### src/rtl/babbage_pkg.sv
// Shared constants and types for the Babbage difference extractor.
// EXTRA_SAMPLES only matters when BABBAGE_VERIFY_EN is defined.
package babbage_pkg;

  localparam int WIDTH         = 32;
  localparam int DEGREE        = 5;
  localparam int EXTRA_SAMPLES = 2;

  typedef logic signed [WIDTH-1:0] word_t;

  typedef enum logic [1:0] {
    S_IDLE    = 2'd0,
    S_COLLECT = 2'd1,
    S_VERIFY  = 2'd2,
    S_DONE    = 2'd3
  } state_t;

endpackage

### src/rtl/babbage_diff_stage.sv
// One link of the difference chain: diagonal register D_j and e_{j+1} = e_j - D_j.
module babbage_diff_stage
  import babbage_pkg::*;
(
  input  logic             clk,
  input  logic             reset,
  input  logic             load,
  input  logic [WIDTH-1:0] e_in,
  output logic [WIDTH-1:0] e_out
);

  word_t d;

  always_ff @(posedge clk) begin
    if (!reset)
      d <= '0;
    else if (load)
      d <= e_in;
  end

  assign e_out = e_in - d;

endmodule

### src/rtl/babbage_diff_extractor.sv
// Recovers forward differences at x=0 from samples p(0)..p(DEGREE).
// Optional BABBAGE_VERIFY_EN checks EXTRA_SAMPLES more samples for a zero Δ^(DEGREE+1).
//
// state     | meaning
// S_IDLE    | waiting for start
// S_COLLECT | accepting p(0)..p(DEGREE), capturing Δ^k p(0)
// S_VERIFY  | accepting extra samples, flagging nonzero Δ^(DEGREE+1)
// S_DONE    | results valid until out_ack
module babbage_diff_extractor
  import babbage_pkg::*;
(
  input  logic             clk,
  input  logic             reset,
  input  logic             start,
  input  logic [WIDTH-1:0] sample_in,
  input  logic             sample_valid,
  output logic             sample_ready,
  input  logic             out_ack,
  output logic [WIDTH-1:0] u_out,
  output logic [WIDTH-1:0] v_out,
  output logic [WIDTH-1:0] w_out,
  output logic [WIDTH-1:0] x_out,
  output logic [WIDTH-1:0] y_out,
  output logic [WIDTH-1:0] z_out,
  output logic             out_valid,
  output logic             busy,
  output logic             degree_err
);

`ifdef BABBAGE_VERIFY_EN
  localparam int NSTAGE = DEGREE + 1;
  localparam int LAST_K = DEGREE + EXTRA_SAMPLES;
`else
  localparam int NSTAGE = DEGREE;
`endif
  localparam int KW = 4;

  state_t          state, state_nxt;
  logic [KW-1:0]   k;
  word_t           e   [0:NSTAGE];
  word_t           res [0:DEGREE];
  logic            accept;
  logic            start_ok;

  assign sample_ready = (state == S_COLLECT) || (state == S_VERIFY);
  assign accept       = sample_valid && sample_ready;
  assign start_ok     = (state == S_IDLE) && start;
  assign busy         = (state != S_IDLE);
  assign out_valid    = (state == S_DONE);
  assign e[0]         = sample_in;

  // D_j loads only once sample j has arrived; in VERIFY every stage keeps sliding.
  for (genvar j = 0; j < NSTAGE; j++) begin : g_stage
    babbage_diff_stage u_stage (
      .clk   (clk),
      .reset (reset),
      .load  (accept && ((state == S_VERIFY) || (k >= KW'(j)))),
      .e_in  (e[j]),
      .e_out (e[j+1])
    );
  end

  always_comb begin
    state_nxt = state;
    case (state)
      S_IDLE:    if (start) state_nxt = S_COLLECT;
      S_COLLECT: begin
        if (accept && (k == KW'(DEGREE))) begin
`ifdef BABBAGE_VERIFY_EN
          state_nxt = S_VERIFY;
`else
          state_nxt = S_DONE;
`endif
        end
      end
      S_VERIFY: begin
`ifdef BABBAGE_VERIFY_EN
        if (accept && (k == KW'(LAST_K))) state_nxt = S_DONE;
`else
        state_nxt = S_IDLE;
`endif
      end
      S_DONE:    if (out_ack) state_nxt = S_IDLE;
      default:   state_nxt = S_IDLE;
    endcase
  end

  always_ff @(posedge clk) begin
    if (!reset) begin
      state <= S_IDLE;
      k     <= '0;
      for (int i = 0; i <= DEGREE; i++) res[i] <= '0;
    end else begin
      state <= state_nxt;
      if (start_ok)
        k <= '0;
      else if (accept)
        k <= k + KW'(1);
      if (accept && (state == S_COLLECT)) begin
        for (int i = 0; i <= DEGREE; i++)
          if (k == KW'(i)) res[i] <= e[i];
      end
    end
  end

`ifdef BABBAGE_VERIFY_EN
  always_ff @(posedge clk) begin
    if (!reset)
      degree_err <= 1'b0;
    else if (start_ok)
      degree_err <= 1'b0;
    else if (accept && (state == S_VERIFY) && (e[NSTAGE] != '0))
      degree_err <= 1'b1;
  end
`else
  assign degree_err = 1'b0;
`endif

  assign u_out = res[0];
  assign v_out = res[1];
  assign w_out = res[2];
  assign x_out = res[3];
  assign y_out = res[4];
  assign z_out = res[5];

endmodule

### config.mk
export PLATFORM = sky130hd
export DESIGN_NAME = babbage_diff_extractor
export DESIGN_NICKNAME = d
export VERILOG_FILES = /design/src/rtl/babbage_pkg.sv /design/src/rtl/babbage_diff_stage.sv /design/src/rtl/babbage_diff_extractor.sv
export SDC_FILE = /design/constraint.sdc
export NUM_CORES = 1
export LEC_CHECK = 0
export CAP_MARGIN = 20
export CORE_MARGIN = 4
export CORE_UTILIZATION = 40
export CTS_BUF_LIST = sky130_fd_sc_hd__clkbuf_8
export CTS_CLUSTER_SIZE = 16
export DETAILED_ROUTE_END_ITERATION = 16
export GPL_ROUTABILITY_DRIVEN = 1
export HOLD_SLACK_MARGIN = 0.1
export PLACE_DENSITY = 0.6
export REMOVE_ABC_BUFFERS = 1
export SETUP_SLACK_MARGIN = 0.1
export SYNTH_ARGS = -nofsm -noshare
export SYNTH_HDL_FRONTEND = slang
export SYNTH_SLANG_ARGS = --single-unit
### constraint.sdc
create_clock -name clk -period 32 [get_ports clk]
set_input_delay 6.4 -clock clk [delete_from_list [all_inputs] [get_ports clk]]
set_output_delay 6.4 -clock clk [all_outputs]
set_load 0.05 [all_outputs]
Word-level counts from Yosys, hierarchy flattened:

Memories as Yosys holds them, arrays and structs flattened.
Cells that the tools add are included.

* bits in registers: 166
* bits in writable memories: 192
* input port bits: 37
* memories: 1

Memory list
* res: words 6, bits a word 32, read ports 6, clocked after memory_dff 0, write ports 6, RTL line babbage_diff_extractor.sv:41 `word_t res [0:DEGREE];`

* add/subtract/negate cells: 6
* order comparisons: 5
* eq/ne operators: 11
* mux-type cells: 35
* bitwise logic cells: 7
* reduce and logical (&&, ||, !) cells: 20

Operators by type and width (count)
* $mux W32: 6
* $sub A32 B32 Y32: 5
* $mux W1: 25
* $logic_and A1 B1 Y1: 9
* $eq A4 B2 Y1 const B: 2
* $eq A4 B3 Y1 const B: 2
* $ge A4 B1 Y1 const B: 2
* $ge A4 B2 Y1 const B: 2
* $pmux W2 S4: 1
* $logic_or A1 B1 Y1: 6
* $mux W2: 3
* $or A1 B1 Y1: 6
* $add A4 B1 Y4 const B: 1
* $eq A2 B2 Y1 const B: 2
* $eq A4 B1 Y1 const B: 1
* $ge A4 B3 Y1 const B: 1
* $logic_not A4 Y1: 1
* $ne A2 B2 Y1 const B: 2
* $reduce_and A3 Y1: 1
* $eq A2 B1 Y1 const B: 1
* $logic_not A2 Y1: 1
* $ne A2 B1 Y1 const B: 1
* $reduce_bool A2 Y1: 1
* $reduce_or A2 Y1: 1
* $not A1 Y1: 1

Longest topological paths before layout:

* word-level depth: 8
* mapped depth: 51

By module:

Synthesis repeated with hierarchy kept, for this count alone.

* cells, all modules: 2358
* area total of the unflattened synthesis: 22760.6 um^2

By module, submodules not included
* babbage_diff_stage at g_stage[0].u_stage ...: instances 3, cells each 379, area each 3009.1 um^2, seq. area each 640.6 um^2
* babbage_diff_extractor: instances 1, cells each 483, area each 7762.4 um^2, seq. area each 5885.6 um^2
* babbage_diff_stage at g_stage[3].u_stage ...: instances 2, cells each 369, area each 2985.4 um^2, seq. area each 640.6 um^2

Worst setup path after synthesis:

Ideal clock, no wire load.

* kind: input to register
* start: input port sample_in[0]
* end: memory res[5][31] (netlist name) (data pin)
* data arrival time: 14.937 ns
* required time: 31.853 ns
* path slack: 16.916 ns
* stages on the path: 51
* path buffers: 1
* path through: inv_1 -> ha_1 -> fa_1 -> nor2b_1 -> o21ai_0 -> a21boi_0 -> o31a_1 -> nand4_1 -> nand2_1 -> xnor2_1 -> inv_1 -> ha_1 -> nand2_1 -> o21ai_0 -> a21oi_1 -> o21ai_0 -> a21oi_1 -> o21ai_0 -> (+15 left out) -> a21o_1 -> a21oi_1 -> nand2_1 -> a41o_1 -> a31oi_4 -> o21bai_1 -> a21oi_1 -> xor2_1 -> inv_1 -> ha_1 -> and3_1 -> a21oi_1 -> o21ai_0 -> a41o_1 -> a21oi_1 -> xor2_1 -> or3_1 -> a21oi_1

RTL lines
* from (decl): RTL line babbage_diff_extractor.sv:15 `input logic [WIDTH-1:0] sample_in,`
* to (decl): RTL line babbage_diff_extractor.sv:41

==> out/qor.txt <==
Final Cycle Share -> 50.2%
antenna violations before repair -> 0
max cap viols -> 0
final hold vios -> 0
number of global-route vias before repair -> 16200
Req. time, crit path -> 32.50 ns
CP top delay family -> compound AO/OA/AOI/OAI gates
skew final -> 0.0373 ns
Synth Register Bits -> 358
vias per cell -> 4.93
Final nets -> 2774
Critical Path Most Common Cell -> a21oi_1
die width -> 236 um
dpl cell area -> 23800 sq um
CP Class -> in -> reg
Total GRT Usage -> 17.6%
Synth async-reset ratio -> 0%
logic gate share of total power -> 67.6%
Worst slew margin -> 30.7%
# Post-CTS Setup Buffers -> 0
endpoints failing setup -> 0
cts repair resizes -> 0
DRC violations left -> 0
Unique masters post-synth -> 67
Filler Cell Count -> 4878
HP Class -> reg -> reg
worst skew pair latency -> 0.67 ns
Main synth FF type -> edfxtp_1
gpl congestion -> 0.882
total power -> 0.00294 W
Clock power frac -> 15.2%
CTS buffer count -> 61
synth-to-layout area growth -> 21.1%
design area -> 25100 sq um
WL final -> 50.4 mm
Int Power -> 0.00157 W
Reg clk slew, reported paths -> 0.06 ns
first-pass GRT wire length -> 81.6 mm
drt first pass iters -> 5
Mapped Area -> 20800 sq um
leakage -> 9.58 nW
Fin Setup TNS -> 0 ns
CP endpoint kind -> register
buffer and inverter count on the worst path -> 5
Arrival @ worst endpoint -> 16.55 ns
routed length per placed instance -> 15.3 um
Switch Pwr -> 0.00136 W
Flop pwr share -> 17.2%
die area -> 55600 sq um
clock buffer depth -> 3
area leader, netlist -> edfxtp_1
core box area -> 51400 sq um
share of the synthesized area in the top cell type -> 27.8%
unrepaired setup endpoints after global routing -> no
Site Rows -> 83
Final ANT Viol Nets -> 0
share of layout cells above drive strength 1 -> 5.38%
switch share -> 46.4%
Post-Synthesis Cells -> 2328
CTS Hold Bufs -> 0
CP max stage cell -> clkdlybuf4s50_1
placed wire-length estimate -> 38.2 mm
port buffer count -> 231
Multi-input gate area -> 10500 sq um
initial core utilization -> 40.4%
H-tree depth -> 2
Post-synth EDFFs -> 192
status -> completed
FF+latch area -> 9090 sq um
Die Ht -> 236 um
Ant. Diodes -> 0
fin crit period -> 16.05 ns
CTS tree -> built
measured slew at the worst slew-check pin -> 1.04 ns
clock root buffer -> clkbuf_8
Worst setup SP type -> primary input
part of the Yosys area used for sequential elements -> 43.8%
synth top area cells -> edfxtp_1 (28%), dfxtp_1 (16%), ha_1 (9.9%)
GRT overflow -> 0
worst-path maximum fanout -> 8
max-slew violations -> 0
1st-iter DRT viols -> 915
routed vias -> 16300
I/O Pins -> 233
Ys Warns -> 0
Max IR drop VDD -> 74.9 uV
f_max -> 0.0623 GHz
Post-Syn Area per Cell -> 8.92 sq um
PwrDens -> 117 nW/um^2
commonest cells in the netlist -> nand2_1 (322), inv_1 (242), a21oi_1 (240), edfxtp_1 (192), nor2_1 (176)
Crit path largest cell delay -> 0.50 ns
final core utilization -> 48.9%
most numerous cell in the Yosys netlist -> nand2_1
clock sink total -> 358
largest net degree at the start of global routing -> 91
==> stage by stage <==
step | setup slack [ns] | std cells | hold WS (ns)
floorplan | 16.97 | 2253 | 0.432
global placement | 15.62 | 3183 | 0.442
detailed placement | 15.35 | 3183 | 0.446
CTS | 16.02 | 3299 | 0.454
global route | 14.93 | 3300 | 0.469
finish | 15.95 | 3300 | 0.452
==> cell usage in the layout, fill, tap and decap left out, types with 17 or more instances in the layout <==
master	instances
dfxtp_1	166
xor2_1	51
a21oi_1	239
o21a_1	19
a21o_1	67
buf_4	19
nor2_1	173
a211oi_1	30
and3_1	23
nand2b_1	17
and2_1	122
xnor2_1	90
clkdlybuf4s50_1	230
o21bai_1	31
edfxtp_1	192
o21ai_0	79
nand2_1	322
inv_1	254
nand3_1	45
ha_1	165
clkbuf_8	67
==> worst paths after layout <==
check	start	slack (ns)	end	cells after the start
max	sample_in[0]	15.95	res[5][31]$_SDFFCE_PN0P_	51
min	g_stage[0].u_stage.d[20]$_SDFFE_PN0P_	0.45	g_stage[0].u_stage.d[20]$_SDFFE_PN0P_	2
max reg2reg	g_stage[0].u_stage.d[0]$_SDFFE_PN0P_	21.95	res[5][31]$_SDFFCE_PN0P_	49
min reg2reg	g_stage[0].u_stage.d[20]$_SDFFE_PN0P_	0.45	g_stage[0].u_stage.d[20]$_SDFFE_PN0P_	2
==> worst register-to-register path: cells and delay by family (launching register included) <==
kind,cells,cell delay [ns]
AOI/OAI and AO/OA,28,5.31
adders and majority gates,6,1.96
and+or+nand+nor,7,1.07
xor gates and xnor gates,5,1.01
DFF,1,0.31
buffers and inverters,3,0.24
==> power groups by stage <==
stage / clock [W] / sequential, W / combinational [W]
finish: 0.000447 / 0.000504 / 0.00199
global route: 0.000483 / 0.000505 / 0.00222
CTS: 0.000463 / 0.000504 / 0.00198
detailed placement: 0 / 0.000514 / 0.00197
floorplan: 0 / 0.000551 / 0.00154
global placement: 0 / 0.000514 / 0.00194
==> cell families after synthesis <==
kind of cell | after synthesis | synth area share [%]
buffers and inverters | 318 | 5.77
AO/OA/AOI/OAI | 562 | 16.9
AND/OR/NAND/NOR | 778 | 17.2
flip-flops | 358 | 43.8
XOR/XNOR | 141 | 5.95
other | 1 | 0.0181
adder cells (fa/ha/maj) | 170 | 10.4
==> flip-flops by register name (all words and copies together), names as in the netlist <==
register / cells
res: 192
g_stage.u_stage.d: 160
k: 4
state: 2
==> final cells by class <==
class | count | area share, %
multi-input combinational | 1652 | 41.7
sequential | 358 | 36.1
clock inverter | 49 | 1.65
timing repair buffer | 251 | 9.77
inverter | 243 | 3.64
tap | 680 | 3.38
clock buffer | 67 | 3.67
==> metal layers <==
metal / part of all wire (%) / GRT usage, %
met1: 45 / 21.9
met2: 47 / 30.5
met3: 5.1 / 3.57
met4: 3.0 / 6.14
met5: 0 / 0
(Power assumes the default switching activity.)
